## src/rtl/mips_pkg.sv

```systemverilog
`default_nettype none
// +--------------------------------------------------------------------+
// | mips_pkg : shared types and constants for the MIPS pipeline stages |
// | Rev 1.0                                                            |
// +--------------------------------------------------------------------+
package mips_pkg;

  localparam int DATA_W_DEF = 32;

  localparam logic [2:0] CMP_SLT = 3'd0;
  localparam logic [2:0] CMP_BEQ = 3'd1;
  localparam logic [2:0] CMP_J   = 3'd2;
  localparam logic [2:0] CMP_BNE = 3'd3;

  typedef enum logic [1:0] {
    ST_IDLE = 2'd0,
    ST_BUSY = 2'd1,
    ST_DONE = 2'd2
  } mem_state_e;

endpackage
`default_nettype wire

```

## src/rtl/mem_req_timer.sv

```systemverilog
`default_nettype none
// +--------------------------------------------------------------------+
// | mem_req_timer : wait counter with clear/enable, flags last cycle   |
// | Rev 1.0                                                            |
// +--------------------------------------------------------------------+
module mem_req_timer #(
  parameter int TIMEOUT = 16
) (
  input  logic clk,
  input  logic rst,
  input  logic i_clear,
  input  logic i_enable,
  output logic o_expired
);

  localparam int CW = (TIMEOUT > 1) ? $clog2(TIMEOUT) : 1;

  logic [CW-1:0] r_count;

  always_ff @(posedge clk) begin
    if (rst || i_clear) begin
      r_count <= '0;
    end else if (i_enable) begin
      r_count <= r_count + 1'b1;
    end
  end

  // Asserted during the final permitted wait cycle.
  assign o_expired = (r_count == CW'(TIMEOUT - 1));

endmodule
`default_nettype wire

```

## src/rtl/memory_access_stage.sv

```systemverilog
`default_nettype none
// +--------------------------------------------------------------------+
// | memory_access_stage : MIPS MEM stage, lw/sw over req/ack data port |
// | Rev 1.0                                                            |
// +--------------------------------------------------------------------+
module memory_access_stage
  import mips_pkg::*;
#(
  parameter int DATA_W  = DATA_W_DEF,
  parameter int TIMEOUT = 16
) (
  input  logic              clk,
  input  logic              rst,
  input  logic [DATA_W-1:0] ALUout,
  input  logic [DATA_W-1:0] XM_storeData,
  input  logic [4:0]        XM_RD,
  input  logic              XM_lwFlag,
  input  logic              XM_swFlag,
  input  logic [2:0]        XM_compareFlag,
  output logic              dmem_req,
  output logic              dmem_we,
  output logic [DATA_W-1:0] dmem_addr,
  output logic [DATA_W-1:0] dmem_wdata,
  input  logic [DATA_W-1:0] dmem_rdata,
  input  logic              dmem_ack,
  output logic              mem_stall,
  output logic [4:0]        MW_RD,
  output logic [DATA_W-1:0] MW_result,
  output logic              MW_regWrite,
  output logic              mem_error
);

  mem_state_e r_state;
  mem_state_e w_next;

  logic w_memop;
  logic w_aligned;
  logic w_idle;
  logic w_busy;
  logic w_expired;

  assign w_memop   = XM_lwFlag | XM_swFlag;
  assign w_aligned = (ALUout[1:0] == 2'b00);
  assign w_idle    = (r_state == ST_IDLE);
  assign w_busy    = (r_state == ST_BUSY);
  assign mem_stall = (w_idle && w_memop) || w_busy;

  mem_req_timer #(
    .TIMEOUT (TIMEOUT)
  ) u_timer (
    .clk       (clk),
    .rst       (rst),
    .i_clear   (w_idle && w_memop && w_aligned),
    .i_enable  (w_busy && !dmem_ack),
    .o_expired (w_expired)
  );

  always_ff @(posedge clk) begin
    if (rst) begin
      r_state <= ST_IDLE;
    end else begin
      r_state <= w_next;
    end
  end

  always_comb begin
    w_next = r_state;
    case (r_state)
      ST_IDLE: if (w_memop) w_next = w_aligned ? ST_BUSY : ST_DONE;
      ST_BUSY: if (dmem_ack || w_expired) w_next = ST_DONE;
      ST_DONE: w_next = ST_IDLE;
      default: w_next = ST_IDLE;
    endcase
  end

  always_ff @(posedge clk) begin
    if (rst) begin
      dmem_req    <= 1'b0;
      dmem_we     <= 1'b0;
      dmem_addr   <= '0;
      dmem_wdata  <= '0;
      MW_RD       <= '0;
      MW_result   <= '0;
      MW_regWrite <= 1'b0;
      mem_error   <= 1'b0;
    end else begin
      case (r_state)
        ST_IDLE: begin
          if (!w_memop) begin
            MW_RD       <= XM_RD;
            MW_result   <= ALUout;
            MW_regWrite <= (XM_compareFlag == CMP_SLT) && (XM_RD != 5'd0);
          end else if (w_aligned) begin
            // lw takes priority when both flags are raised.
            dmem_req    <= 1'b1;
            dmem_we     <= !XM_lwFlag;
            dmem_addr   <= ALUout;
            dmem_wdata  <= XM_storeData;
            MW_RD       <= XM_RD;
            MW_regWrite <= 1'b0;
          end else begin
            mem_error   <= 1'b1;
            MW_regWrite <= 1'b0;
          end
        end
        ST_BUSY: begin
          // An ack in the expiry cycle still completes the access.
          if (dmem_ack) begin
            dmem_req <= 1'b0;
            if (!dmem_we) begin
              MW_result   <= dmem_rdata;
              MW_regWrite <= (MW_RD != 5'd0);
            end else begin
              MW_regWrite <= 1'b0;
            end
          end else if (w_expired) begin
            dmem_req    <= 1'b0;
            mem_error   <= 1'b1;
            MW_regWrite <= 1'b0;
          end
        end
        ST_DONE: MW_regWrite <= 1'b0;
        default: MW_regWrite <= 1'b0;
      endcase
    end
  end

endmodule
`default_nettype wire
```

## config.mk

```make
export PLATFORM = sky130hd
export DESIGN_NAME = memory_access_stage
export DESIGN_NICKNAME = d
export VERILOG_FILES = /design/src/rtl/mips_pkg.sv /design/src/rtl/mem_req_timer.sv /design/src/rtl/memory_access_stage.sv
export SDC_FILE = /design/constraint.sdc
export NUM_CORES = 1
export LEC_CHECK = 0
export CAP_MARGIN = 20
export CORE_UTILIZATION = 37
export CTS_CLUSTER_DIAMETER = 40
export CTS_CLUSTER_SIZE = 8
export DETAILED_ROUTE_END_ITERATION = 12
export PLACE_DENSITY = 0.76
export RECOVER_POWER = 50
export SETUP_SLACK_MARGIN = 0.15
export SLEW_MARGIN = 40
export SYNTH_ARGS = -nofsm -noshare
export SYNTH_HDL_FRONTEND = slang
export SYNTH_SLANG_ARGS = --single-unit
```

## constraint.sdc

```tcl
create_clock -name clk -period 1.9 [get_ports clk]
set_input_delay 0.57 -clock clk [delete_from_list [all_inputs] [get_ports clk]]
set_output_delay 0.57 -clock clk [all_outputs]
set_load 0.02 [all_outputs]
```

* After elaboration in Yosys (flattened, before gate mapping) *
Index checks and enable logic that the tools add are counted.
Widths: inputs -> output; s select.

storage, ports and cells
  bits in registers = 111
  logic and storage cells = 70

cells by class
  $add $sub $neg = 1
  eq/ne operators = 13
  mux-type cells = 24
  bitwise operators = 1
  reductions and logical operators = 21

operator list
  kind                 count
  $mux 32              3
  $pmux 32 s2          1
  $ne 2x2->1 const B   7
  $mux 1               11
  $mux 5               2
  $reduce_bool 5->1    2
  $reduce_and 4->1     2
  $mux 2               3
  $ne 2x1->1 const B   3
  $pmux 1 s2           3
  $reduce_and 5->1     1
  $add 4x1->4 const B  1
  $eq 4x4->1 const B   1
  $logic_and 1x1->1    4
  $logic_not 2->1      2
  $pmux 2 s2           1
  $reduce_and 2->1     2
  $logic_not 3->1      1
  $logic_or 1x1->1     3
  $ne 3x2->1 const B   1
  $reduce_and 3->1     1
  $eq 2x1->1 const B   1
  $logic_not 1->1      2
  $reduce_bool 2->1    1
  $or 1x1->1           1

* Longest topological paths before layout *
  word-level depth = 4
  mapped depth = 7
  gate-level depth less buffers = 4

* By module *
From an unflattened synthesis, not the netlist that was laid out.

second synthesis, totals
  cells, all modules = 553
  area total of the unflattened synthesis = 4810.9 um^2

by module, submodules not included
  module               instances  cells an instance  area each (um^2)  seq. area each (um^2)
  memory_access_stage  1          535                4616.9            2142.1
  mem_req_timer        1          18                 193.9             80.1

* Least setup slack after synthesis *
Ideal clock, no wire load.

  kind = input-to-output
  start point = input XM_swFlag
  end point = output mem_stall
  data arrival time = 1370 ps
  data required time = 1330 ps
  slack = -40 ps
  stages on the path = 5
  cell sequence = or2_2 -> buf_4 -> buf_2 -> nor2_1 -> nor2_1

on the way
  word-level cells in the longest chain between the ends = 3

ends and longest elaborated chain
  item                line                       source
  start: declaration  memory_access_stage.sv:18  input logic XM_swFlag,
  $or 1x1->1          memory_access_stage.sv:42  assign w_memop = XM_lwFlag | XM_swFlag;
  $logic_and 1x1->1   memory_access_stage.sv:46  assign mem_stall = (w_idle && w_memop) || w_busy;
  $logic_or 1x1->1    memory_access_stage.sv:46
  end: declaration    memory_access_stage.sv:26  output logic mem_stall,

Every way passes these cells.

* Worst setup path after layout *
Ends and elaborated chain as after synthesis.

==> impl_metrics.json <==
{
  "status": "finished, final reports clean",
  "holdWs_ns": 0.439,
  "synth_area_mm2": 0.00465,
  "maxCapViolations": 0,
  "synth_cell_type_count": 38,
  "syn_area_per_cell_um2": 9.00,
  "nFillCells": 1110,
  "grt.total_usage_pct": 23.4,
  "die_w_um": 114,
  "drive_gt1_share_pct": 9.79,
  "coreArea_mm2": 0.0121,
  "numClockSinks": 111,
  "synthXorXnorAreaFrac_pct": 0.376,
  "yosys_most_used_dff": "dfxtp_1",
  "syn2layout_area_growth_pct": 58.2,
  "htree_levels": 3,
  "ctsHoldBuffers": 0,
  "skew_ns": 0.00682,
  "cp_cell_sequence": "clkbuf_1 -> or2_4 -> nor2_4 -> nor2_4 -> buf_6",
  "arrival_ns": 1.22,
  "die_area_mm2": 0.0130,
  "worst-setup-path-type": "primary input to primary output",
  "grt_pass1_wl_um": 23600,
  "synth_edf_count": 0,
  "drtPass1Iterations": 4,
  "synthMuxAreaShare_pct": 6.88,
  "synth_nets": 627,
  "tightest_slew_ns": 0.760,
  "leakagePower_uw": 0.00320,
  "initialDrtViolationCount": 310,
  "seqCellArea_mm2": 0.00222,
  "ant_nets": 0,
  "cts_tree": "built",
  "ys_seq_elements": 111,
  "fmax_mhz": 559,
  "synthAdderAreaFrac_pct": 0.269,
  "fin_crit_sh_pct": 94.1,
  "critPathLaunchType": "primary input",
  "cp.required_ns": 1.33,
  "power.density_mw_per_mm2": 821,
  "grt_setup_unrepaired": "true",
  "drc_errors": 0,
  "dp_slack_ns": -0.648,
  "setup_violations": 0,
  "path_buf_inv": 2,
  "routabilityCongestion": 0.760,
  "min_period_ns": 1.79,
  "post-synth-top-count-cell": "dfxtp_1",
  "dpl.hpwl_um": 10600,
  "drt_wl_total_um": 15100,
  "synth_cells": 517,
  "grt_pass1_vias": 4722,
  "io_pins": 215,
  "synth_seq_area_share_pct": 47.8,
  "synth.top_cell.area_share_pct": 47.8,
  "crit_fanout": 2,
  "grt_max_degree": 66,
  "clkTransAtPathRegs_ns": 0.07,
  "dieHeight_um": 114,
  "synth_largest_area_cell": "dfxtp_1",
  "slowest_stage": "or2_4",
  "synth_compound_area_share_pct": 21.9,
  "cp_top_family": "simple AND/OR/NAND/NOR gates",
  "initial_core_util_pct": 38.4,
  "multi_input_area_mm2": 0.00213,
  "num-nets-final": 830,
  "yosys-top-cells-count": "111 x dfxtp_1, 71 x a21oi_1, 69 x nand3_1",
  "clock_latency_ns": 0.35,
  "endpoint_kind": "primary output",
  "hold_class": "register to register",
  "hold_violations": 0,
  "cp_common_cell": "nor2_4",
  "peakVddDrop_uv": 728,
  "slew_violations": 0,
  "setup_slack_ns": 0.112,
  "slowest_delay_ns": 0.26,
  "cts_buffers": 9,
  "grt_antenna_before_repair": 1,
  "synth-simple-area-share_pct": 15.5,
  "via_count": 4778,
  "synth.area.top_cells": "dfxtp_1 48%, a21oi_1 7.6%, nand3_1 7.4%",
  "routedWlPerCell_um": 16.9,
  "synthArstFlopShare_pct": 0,
  "rows": 40,
  "yosys_warnings": 0,
  "io_buffer_count": 214,
  "vias_per_cell": 5.34,
  "synth_top_family_by_area": "compound AO/OA/AOI/OAI gates",
  "overflow": 0,
  "root_buffer": "clkbuf_16",
  "cts_buffer_depth": 2,
  "slew_headroom_pct": 49.3
}
logic make-up (layout without fill, tap and decap cells):
kind of cell               count (synthesis)  after routing
AOI/OAI and AO/OA                        181            181
xor gates and xnor gates                   2              2
adders and majority gates                  1              1
buffers and inverters                     60            268
DFF                                      111            111
muxes                                     32             32
other                                      0              1
and+or+nand+nor                          130            130
metrics by stage:
step	cells	cell area, um2	util, %	power (uW)	setup TNS [ns]
after global placement	873	7080	58.4	3860	-34.42
final	894	7360	60.8	6050	0
after global routing	894	7360	60.8	6310	0
after CTS	893	7380	60.9	6110	0
after detailed placement	873	7080	58.4	3900	-37.75
after floorplan	517	4680	-	3220	0
repair_timing:
action / in CTS / in global routing
pin swaps: 5 / 4
cloned: 2 / 0
gates resized for setup: 121 / 7
endpoints found under the setup margin: 214 / 50
setup buffers: 2 / 0
report_power, final:
part | internal [uW] | total (uW) | switching, uW
clock | 1430 | 2300 | 870
combinational | 579 | 1220 | 637
sequential | 2460 | 2530 | 70.0
final cells by class:
| type | count | share of cell area (%) |
|---|---|---|
| Timing Repair Buffer | 250 | 32.8 |
| Sequential cell | 111 | 30.2 |
| Inverter | 2 | 0.102 |
| Tap cell | 168 | 2.86 |
| Multi-Input combinational cell | 346 | 28.9 |
| Antenna cell | 1 | 0.0340 |
| Clock buffer | 9 | 3.06 |
| Clock inverter | 7 | 1.95 |
worst paths after layout:
kind | start | to | slack (ns) | cells past startpoint
hold reg to reg | dmem_addr[0]$_SDFFE_PP0P_ | dmem_addr[0]$_SDFFE_PP0P_ | 0.44 | 2
setup / recovery | XM_swFlag | mem_stall | 0.11 | 5
setup reg to reg | r_state[1]$_SDFFE_PP0P_ | dmem_wdata[6]$_SDFFE_PP0P_ | 0.21 | 6
hold / removal | dmem_addr[0]$_SDFFE_PP0P_ | dmem_addr[0]$_SDFFE_PP0P_ | 0.44 | 2
worst register-to-register path, delay by kind of cell, from the launching register on:
family | cells | cell delay, ns
buffers and inverters | 3 | 0.69
flip-flops | 1 | 0.37
AO/OA/AOI/OAI | 1 | 0.16
AND/OR/NAND/NOR | 2 | 0.40
routing by layer:
layer | vias to the layer above | global-route usage [%] | share of wire, %
met1 | 2282 | 26.4 | 42
met5 | - | 0 | 0
met4 | 0 | 6.32 | 1.5
li1 | 2306 | - | -
met2 | 171 | 42.8 | 50
met3 | 19 | 6.62 | 6.2
registers in the layout, summed over array words and instances (netlist names):
register / count
r_state: 2
u_timer.r_count: 4
dmem_we: 1
dmem_wdata: 32
mem_error: 1
dmem_addr: 32
dmem_req: 1
MW_regWrite: 1
MW_result: 32
MW_RD: 5
placed cells by master (no fill, tap or decap), types with 2 or more instances in the layout:
cell type        synthesis  final
dfxtp_1                111    110
dlygate4sd2_1            0    108
clkdlybuf4s50_1          0    102
a21oi_1                 71     72
nand3_1                 69     69
o21ai_0                 44     45
a211oi_1                33     33
mux2i_1                 32     32
nor3_1                  32     32
o21ai_1                 24     23
buf_4                    3     21
clkbuf_16                0      9
buf_12                   0      9
buf_6                   11      5
nor2_1                   7      4
nand2_1                  4      4
or4_1                    4      4
bufinv_16                0      4
nor2_4                   0      3
or2_4                    0      2
nor4_4                   2      2
xnor2_1                  2      2
inv_1                    2      2
clkinvlp_4               0      2
clkbuf_4                 0      2
No activity file was read; power rests on OpenSTA's default activity.
